[config.mk]
export PLATFORM = sky130hd
export DESIGN_NAME = vga_segment_overlay_flat
export DESIGN_NICKNAME = d
export VERILOG_FILES = /design/src/rtl/vga_overlay_pkg.sv /design/src/rtl/vga_segment_overlay_if.sv /design/src/rtl/glyph_segment_hit.sv /design/src/rtl/vga_segment_overlay.sv /design/src/flat_wrapper.sv
export SDC_FILE = /design/constraint.sdc
export NUM_CORES = 1
export LEC_CHECK = 0
export CORE_MARGIN = 4
export CORE_UTILIZATION = 52
export CTS_BUF_LIST = sky130_fd_sc_hd__clkbuf_8
export CTS_CLUSTER_DIAMETER = 200
export CTS_CLUSTER_SIZE = 40
export DETAILED_ROUTE_END_ITERATION = 10
export PLACE_DENSITY_LB_ADDON = 0.2
export SETUP_SLACK_MARGIN = 0.1
export SLEW_MARGIN = 10
export SYNTH_ARGS = -nofsm -noshare
export SYNTH_HDL_FRONTEND = slang
export SYNTH_HIERARCHICAL = 1
export SYNTH_SLANG_ARGS = --single-unit
[constraint.sdc]
create_clock -name i_Clk -period 3.6 [get_ports i_Clk]
set_clock_uncertainty 0.15 [all_clocks]
set_input_delay 0.72 -clock i_Clk [delete_from_list [all_inputs] [get_ports i_Clk]]
set_output_delay 0.72 -clock i_Clk [all_outputs]
set_load 0.02 [all_outputs]
[src/rtl/vga_overlay_pkg.sv]
// Shared timing defaults, segment indices and colour type
// for the VGA 7-segment overlay.
package vga_overlay_pkg;

  localparam logic [9:0] H_TOTAL_D  = 10'd800;
  localparam logic [9:0] H_BACK_D   = 10'd48;
  localparam logic [9:0] H_ACTIVE_D = 10'd640;
  localparam logic [9:0] V_TOTAL_D  = 10'd525;
  localparam logic [9:0] V_BACK_D   = 10'd33;
  localparam logic [9:0] V_ACTIVE_D = 10'd480;
  localparam logic [9:0] ORIGIN_X_D = 10'd256;
  localparam logic [9:0] ORIGIN_Y_D = 10'd120;

  localparam int SEG_LEN_D = 96;
  localparam int SEG_W_D   = 16;

  localparam int SEG_A = 0;
  localparam int SEG_B = 1;
  localparam int SEG_C = 2;
  localparam int SEG_D = 3;
  localparam int SEG_E = 4;
  localparam int SEG_F = 5;
  localparam int SEG_G = 6;

  typedef logic [2:0] color_t;

  localparam color_t FG_RED_D = 3'd7;
  localparam color_t FG_GRN_D = 3'd0;
  localparam color_t FG_BLU_D = 3'd0;

  typedef enum logic {
    UNLOCKED = 1'b0,
    LOCKED   = 1'b1
  } lock_e;

  // Half-open range test: lo <= v < hi
  function automatic logic in_rng(
    input int v,
    input int lo,
    input int hi
  );
    return (v >= lo) && (v < hi);
  endfunction

endpackage

[src/rtl/vga_segment_overlay_if.sv]
// VGA video bundle: active-low syncs plus 3-bit RGB.
// master drives the bundle, slave receives it.
interface vga_segment_overlay_if;
  import vga_overlay_pkg::*;

  logic   hsync;
  logic   vsync;
  color_t red;
  color_t grn;
  color_t blu;

  modport master (
    output hsync, vsync,
    output red, grn, blu
  );

  modport slave (
    input hsync, vsync,
    input red, grn, blu
  );

endinterface

[src/rtl/glyph_segment_hit.sv]
// Combinational glyph lookup: signed box-relative rx/ry in,
// 7-bit segment hit vector out (bit0=A .. bit6=G).
module glyph_segment_hit
  import vga_overlay_pkg::*;
#(
  parameter int SEG_LEN = SEG_LEN_D,
  parameter int SEG_W   = SEG_W_D
) (
  input  logic signed [10:0] rx_i,
  input  logic signed [10:0] ry_i,
  output logic        [6:0]  hit_o
);

  localparam int X1 = SEG_W;
  localparam int X2 = SEG_W + SEG_LEN;
  localparam int X3 = SEG_LEN + 2 * SEG_W;
  localparam int Y1 = SEG_W;
  localparam int Y2 = SEG_W + SEG_LEN;
  localparam int Y3 = SEG_LEN + 2 * SEG_W;
  localparam int Y4 = 2 * SEG_LEN + 2 * SEG_W;
  localparam int Y5 = 2 * SEG_LEN + 3 * SEG_W;

  int   rx, ry;
  logic xl, xm, xr;
  logic ya, yu, yg, yl, yd;

  // Sign-extended compares keep negative offsets outside the box
  always_comb begin
    rx = 32'(rx_i);
    ry = 32'(ry_i);
    xl = in_rng(rx, 0, X1);
    xm = in_rng(rx, X1, X2);
    xr = in_rng(rx, X2, X3);
    ya = in_rng(ry, 0, Y1);
    yu = in_rng(ry, Y1, Y2);
    yg = in_rng(ry, Y2, Y3);
    yl = in_rng(ry, Y3, Y4);
    yd = in_rng(ry, Y4, Y5);
    hit_o        = '0;
    hit_o[SEG_A] = xm & ya;
    hit_o[SEG_B] = xr & yu;
    hit_o[SEG_C] = xr & yl;
    hit_o[SEG_D] = xm & yd;
    hit_o[SEG_E] = xl & yl;
    hit_o[SEG_F] = xl & yu;
    hit_o[SEG_G] = xm & yg;
  end

endmodule

[src/rtl/vga_segment_overlay.sv]
// Paints the shadowed 7-segment pattern over a VGA stream.
// Ports: i_Clk, i_Reset, vid_i (in video), i_Segments,
// vid_o (out video, 2-cycle latency), o_Locked.
module vga_segment_overlay
  import vga_overlay_pkg::*;
#(
  parameter logic [9:0] H_TOTAL  = H_TOTAL_D,
  parameter logic [9:0] H_BACK   = H_BACK_D,
  parameter logic [9:0] H_ACTIVE = H_ACTIVE_D,
  parameter logic [9:0] V_TOTAL  = V_TOTAL_D,
  parameter logic [9:0] V_BACK   = V_BACK_D,
  parameter logic [9:0] V_ACTIVE = V_ACTIVE_D,
  parameter logic [9:0] ORIGIN_X = ORIGIN_X_D,
  parameter logic [9:0] ORIGIN_Y = ORIGIN_Y_D,
  parameter int         SEG_LEN  = SEG_LEN_D,
  parameter int         SEG_W    = SEG_W_D,
  parameter color_t     FG_RED   = FG_RED_D,
  parameter color_t     FG_GRN   = FG_GRN_D,
  parameter color_t     FG_BLU   = FG_BLU_D
) (
  input  logic                         i_Clk,
  input  logic                         i_Reset,
  vga_segment_overlay_if.slave         vid_i,
  input  logic [6:0]                   i_Segments,
  vga_segment_overlay_if.master        vid_o,
  output logic                         o_Locked
);

  lock_e       state_q, state_d;
  logic        hs1_q, vs1_q;
  color_t      r1_q, g1_q, b1_q;
  logic [9:0]  col_q, col_d;
  logic [9:0]  row_q, row_d;
  logic        pend_q, pend_d;
  logic [6:0]  seg_q, seg_d;
  logic        hs2_q, vs2_q, lock2_q;
  color_t      r2_q, g2_q, b2_q;
  color_t      r2_d, g2_d, b2_d;

  logic        hs_rise, vs_rise, row0;
  logic        h_act, v_act, fg;
  logic [9:0]  x, y;
  logic signed [10:0] rx, ry;
  logic [6:0]  hit;

  // Stage-1 sync copies double as the edge-detect history
  assign hs_rise = vid_i.hsync & ~hs1_q;
  assign vs_rise = vid_i.vsync & ~vs1_q;
  assign row0    = hs_rise & (pend_q | vs_rise);

  // Counters saturate; a LOCKED frame never reaches the cap
  always_comb begin
    col_d  = col_q;
    row_d  = row_q;
    pend_d = pend_q;
    seg_d  = seg_q;
    if (hs_rise)
      col_d = '0;
    else if (col_q != H_TOTAL)
      col_d = col_q + 10'd1;
    if (vs_rise) begin
      pend_d = 1'b1;
      seg_d  = i_Segments;
    end
    if (row0) begin
      row_d  = '0;
      pend_d = 1'b0;
    end else if (hs_rise && row_q != V_TOTAL) begin
      row_d = row_q + 10'd1;
    end
  end

  always_comb begin
    state_d = state_q;
    case (state_q)
      UNLOCKED:
        if (row0) state_d = LOCKED;
      LOCKED:
        if (col_q == H_TOTAL || row_q == V_TOTAL)
          state_d = UNLOCKED;
      default:
        state_d = UNLOCKED;
    endcase
  end

  always_ff @(posedge i_Clk) begin
    if (i_Reset) state_q <= UNLOCKED;
    else         state_q <= state_d;
  end

  // Stage 1: col_q/row_q describe the pixel held in r1/g1/b1
  always_comb begin
    h_act = (col_q >= H_BACK) &&
            (col_q < H_BACK + H_ACTIVE);
    v_act = (row_q >= V_BACK) &&
            (row_q < V_BACK + V_ACTIVE);
    x  = col_q - H_BACK;
    y  = row_q - V_BACK;
    rx = $signed({1'b0, x}) - $signed({1'b0, ORIGIN_X});
    ry = $signed({1'b0, y}) - $signed({1'b0, ORIGIN_Y});
  end

  glyph_segment_hit #(
    .SEG_LEN (SEG_LEN),
    .SEG_W   (SEG_W)
  ) u_hit (
    .rx_i  (rx),
    .ry_i  (ry),
    .hit_o (hit)
  );

  always_comb begin
    fg   = (state_q == LOCKED) & h_act & v_act &
           (|(hit & seg_q));
    r2_d = fg ? FG_RED : r1_q;
    g2_d = fg ? FG_GRN : g1_q;
    b2_d = fg ? FG_BLU : b1_q;
  end

  always_ff @(posedge i_Clk) begin
    if (i_Reset) begin
      hs1_q   <= 1'b1;
      vs1_q   <= 1'b1;
      r1_q    <= '0;
      g1_q    <= '0;
      b1_q    <= '0;
      col_q   <= '0;
      row_q   <= '0;
      pend_q  <= 1'b0;
      seg_q   <= '0;
      hs2_q   <= 1'b1;
      vs2_q   <= 1'b1;
      lock2_q <= 1'b0;
      r2_q    <= '0;
      g2_q    <= '0;
      b2_q    <= '0;
    end else begin
      hs1_q   <= vid_i.hsync;
      vs1_q   <= vid_i.vsync;
      r1_q    <= vid_i.red;
      g1_q    <= vid_i.grn;
      b1_q    <= vid_i.blu;
      col_q   <= col_d;
      row_q   <= row_d;
      pend_q  <= pend_d;
      seg_q   <= seg_d;
      hs2_q   <= hs1_q;
      vs2_q   <= vs1_q;
      lock2_q <= (state_q == LOCKED);
      r2_q    <= r2_d;
      g2_q    <= g2_d;
      b2_q    <= b2_d;
    end
  end

  assign vid_o.hsync = hs2_q;
  assign vid_o.vsync = vs2_q;
  assign vid_o.red   = r2_q;
  assign vid_o.grn   = g2_q;
  assign vid_o.blu   = b2_q;
  assign o_Locked    = lock2_q;

endmodule

[src/flat_wrapper.sv]
// flat-port wrapper written by rule: the top's interface ports become plain ports
module vga_segment_overlay_flat import vga_overlay_pkg::*;
#(
  parameter logic [9:0] H_TOTAL  = H_TOTAL_D,
  parameter logic [9:0] H_BACK   = H_BACK_D,
  parameter logic [9:0] H_ACTIVE = H_ACTIVE_D,
  parameter logic [9:0] V_TOTAL  = V_TOTAL_D,
  parameter logic [9:0] V_BACK   = V_BACK_D,
  parameter logic [9:0] V_ACTIVE = V_ACTIVE_D,
  parameter logic [9:0] ORIGIN_X = ORIGIN_X_D,
  parameter logic [9:0] ORIGIN_Y = ORIGIN_Y_D,
  parameter int         SEG_LEN  = SEG_LEN_D,
  parameter int         SEG_W    = SEG_W_D,
  parameter color_t     FG_RED   = FG_RED_D,
  parameter color_t     FG_GRN   = FG_GRN_D,
  parameter color_t     FG_BLU   = FG_BLU_D
)
  (i_Clk, i_Reset, i_Segments, o_Locked, vid_i_hsync, vid_i_vsync, vid_i_red, vid_i_grn, vid_i_blu, vid_o_hsync, vid_o_vsync, vid_o_red, vid_o_grn, vid_o_blu);
  vga_segment_overlay_if vid_i_i ();
  vga_segment_overlay_if vid_o_i ();
  input  logic i_Clk;
  input  logic i_Reset;
  input  logic [6:0] i_Segments;
  output logic o_Locked;
  input wire logic [$bits(vid_i_i.hsync)-1:0] vid_i_hsync;
  input wire logic [$bits(vid_i_i.vsync)-1:0] vid_i_vsync;
  input wire logic [$bits(vid_i_i.red)-1:0] vid_i_red;
  input wire logic [$bits(vid_i_i.grn)-1:0] vid_i_grn;
  input wire logic [$bits(vid_i_i.blu)-1:0] vid_i_blu;
  output wire logic [$bits(vid_o_i.hsync)-1:0] vid_o_hsync;
  output wire logic [$bits(vid_o_i.vsync)-1:0] vid_o_vsync;
  output wire logic [$bits(vid_o_i.red)-1:0] vid_o_red;
  output wire logic [$bits(vid_o_i.grn)-1:0] vid_o_grn;
  output wire logic [$bits(vid_o_i.blu)-1:0] vid_o_blu;
  assign vid_i_i.hsync = vid_i_hsync;
  assign vid_i_i.vsync = vid_i_vsync;
  assign vid_i_i.red = vid_i_red;
  assign vid_i_i.grn = vid_i_grn;
  assign vid_i_i.blu = vid_i_blu;
  assign vid_o_hsync = vid_o_i.hsync;
  assign vid_o_vsync = vid_o_i.vsync;
  assign vid_o_red = vid_o_i.red;
  assign vid_o_grn = vid_o_i.grn;
  assign vid_o_blu = vid_o_i.blu;
  vga_segment_overlay #(.H_TOTAL(H_TOTAL), .H_BACK(H_BACK), .H_ACTIVE(H_ACTIVE), .V_TOTAL(V_TOTAL), .V_BACK(V_BACK), .V_ACTIVE(V_ACTIVE), .ORIGIN_X(ORIGIN_X), .ORIGIN_Y(ORIGIN_Y), .SEG_LEN(SEG_LEN), .SEG_W(SEG_W), .FG_RED(FG_RED), .FG_GRN(FG_GRN), .FG_BLU(FG_BLU)) u_core (.i_Clk(i_Clk), .i_Reset(i_Reset), .vid_i(vid_i_i), .i_Segments(i_Segments), .vid_o(vid_o_i), .o_Locked(o_Locked));
endmodule
==> out/metrics.yaml <==
yosys:
  syn_avg_cell_area_um2: 8.51
  synthCells: 315
  yosysWarnings: 6
  syn_nets: 344
  netlist_area_um2: 2680
power:
  power_frac_seq_pct: 57.4
  ir_drop_mv: 0.226
  switching_power_uw: 253
  combPwrFrac_pct: 11.7
  power_frac_clock_pct: 30.9
  p_leak_nw: 1.21
  p_per_area_nw_per_um2: 318
  p_int_uw: 794
  switching_share_pct: 24.2
global_routing:
  grt_overflow_total: 0
  grt_pass1_wl_um: 9270
  grt_usage_pct: 18.3
  first_global_vias: 2071
  grt_max_degree: 17
  grt_antenna_before_repair: 0
floorplan:
  die-area_um2: 6370
  start_util_pct: 55.3
  die_h_um: 79.8
  pin_count: 32
  num_rows: 25
  core_area_um2: 4850
  fp.dieW_um: 79.8
clock_network:
  htreeDepth: 2
  clk_latency_ns: 0.30
  clock_sinks: 52
  path_clk_slew_ns: 0.09
  tritoncts: "done"
  cts_inserted_buffers: 5
  hold_buffers: 0
  cts_max_path_buffers: 2
  cts_root_buf: "clkbuf_8"
min_path:
  hold_start: "u_core/r1_q[0]$_SDFF_PP0_"
  hp-class: "flop to flop"
  holdPathEnd: "u_core/vid_o.red[0]$_SDFF_PP0_"
  whs_path_depth: 2
drt:
  avgViaCountPerCell: 5.36
  num_vias: 2246
  route.detailed.drc: 0
  drt_iter0_drc: 117
  ant_nets: 0
  met2_wirelength_um: 2600
  first_pass_iters: 4
  wl_met3_um: 166
  routedWlPerCell_um: 13.0
  top_layer_used: "met4"
  routed_wl_um: 5440
  wl_met1_um: 2600
final_layout:
  fin_cells: 419
  syn_to_final_growth_pct: 23.1
  drive_above_1_share_pct: 15.9
  fin_nets: 380
  antennaDiodeCount: 0
  final_area_um2: 3300
place:
  placed_cell_area_um2: 3110
  io_buffers: 31
  gp_congestion: 0.855
  dp_slack_ns: -0.0112
  dp_hpwl_um: 4060
  place_inst: 410
setup_path:
  crit_arrival_ns: 3.49
  path_max_fanout: 6
  rr_startpoint: "u_core/row_q[1]$_SDFFE_PP0P_"
  critPathLaunchType: "flop"
  worstPathRequired_ns: 3.66
  rr_worst_depth: 12
  r2r_end: "u_core/vid_o.blu[0]$_SDFF_PP0_"
  r2r_slack_ns: 0.17
  end_kind: "flop"
  path_class: "flop to flop"
sta:
  drv_slew: 0
  period_share_pct: 95.3
  hold_ws_ns: 0.285
  fin_crit_ns: 3.43
  setup_slack_ns: 0.168
  max_freq_ghz: 0.291
  tightest_slew_ns: 0.575
  slew-limit-headroom_pct: 61.5
  grt_setup_unrepaired: "yes"
  finalHoldViolations: 0
  setup_tns_ns: 0
  final-setup-viol-count: 0
run_status:
  outcome: "complete, no violations"
run:
  cap_violations: 0
==> metal layers <==
layer / up-vias / global-route usage [%]
li1: 1147 / -
met1: 1062 / 24.8
met2: 31 / 28.9
met3: 6 / 4.18
met4: 0 / 5.74
met5: - / 0
==> power by group through the flow <==
stage / sequential, mW / combinational [mW] / clock [mW]
after floorplan: 0.620 / 0.0624 / 0
after global placement: 0.615 / 0.115 / 0
after detailed placement: 0.616 / 0.117 / 0
after CTS: 0.602 / 0.119 / 0.335
after global routing: 0.604 / 0.134 / 0.359
final: 0.602 / 0.122 / 0.324
==> layout make-up <==
cell class	count	area, um^2
clock buffers	5	68.8
clock inverters	3	20.0
fillers	405	1550
inverters	15	56.3
multi-input cells	230	1590
flip-flops and latches	52	1050
well taps	67	83.8
repair buffers	47	430
==> layout by cell type, fill, tap and decap left out, types with 8 or more instances in the layout <==
cell type,instances
inv_1,14
dfxtp_1,48
nor2b_1,13
a21oi_1,8
nand2_1,15
clkdlybuf4s50_1,31
ha_1,8
nand3_1,12
nor2_1,46
xnor2_1,21
buf_4,16
==> repair_timing <==
item / CTS / global route
gates cloned: 0 / 0
resized for setup: 3 / 20
pin swaps: 2 / 23
hold endpoints to repair: 0 / 0
endpoints found under the setup margin: 6 / 9
buffers inserted: 0 / 1
==> worst max path at each step <==
| stage | start | to | depth (start not counted) |
|---|---|---|---|
| 3_3_place_gp | u_core/row_q[0]$_SDFFE_PP0P_ | u_core/vid_o.grn[1]$_SDFF_PP0_ | 14 |
| 2_1_floorplan | u_core/row_q[0]$_SDFFE_PP0P_ | u_core/vid_o.blu[0]$_SDFF_PP0_ | 15 |
| 4_1_cts | u_core/row_q[0]$_SDFFE_PP0P_ | u_core/vid_o.blu[2]$_SDFF_PP0_ | 13 |
| 3_5_place_dp | u_core/row_q[0]$_SDFFE_PP0P_ | u_core/vid_o.blu[0]$_SDFF_PP0_ | 14 |
| 6_report | u_core/row_q[1]$_SDFFE_PP0P_ | u_core/vid_o.blu[0]$_SDFF_PP0_ | 12 |
| 5_1_grt | u_core/row_q[1]$_SDFFE_PP0P_ | u_core/vid_o.blu[1]$_SDFF_PP0_ | 12 |
==> sequential cells by signal (all words and copies together) (netlist names) <==
signal and flops:
u_core/vid_o.grn 3, u_core/hs1_q 1, u_core/vid_o.red 3, u_core/g1_q 3, u_core/state_q 1, u_core/b1_q 3, u_core/o_Locked 1, u_core/col_q 10
u_core/vid_o.blu 3, u_core/vs1_q 1, u_core/pend_q 1, u_core/vid_o.hsync 1, u_core/vid_o.vsync 1, u_core/seg_q 7, u_core/row_q 10, u_core/r1_q 3
==> worst max-delay path: stages (launching register included) <==
cell	delay, ns
dfxtp_2	0.34
or4_4	0.58
or3_4	0.35
o211a_1	0.22
a22oi_2	0.19
xnor2_2	0.10
nor3_2	0.26
nand3_2	0.15
nor4_2	0.22
a22oi_1	0.12
a31oi_1	0.26
a31oi_2	0.21
and2_1	0.19
==> per-stage QoR <==
stage | total power [mW] | util (%)
floorplan | 0.683 | -
global placement | 0.731 | 64.2
detailed placement | 0.733 | 64.2
CTS | 1.06 | 66.3
global route | 1.10 | 68.1
finish | 1.05 | 68.1
Power figures use the tool's default switching activity.
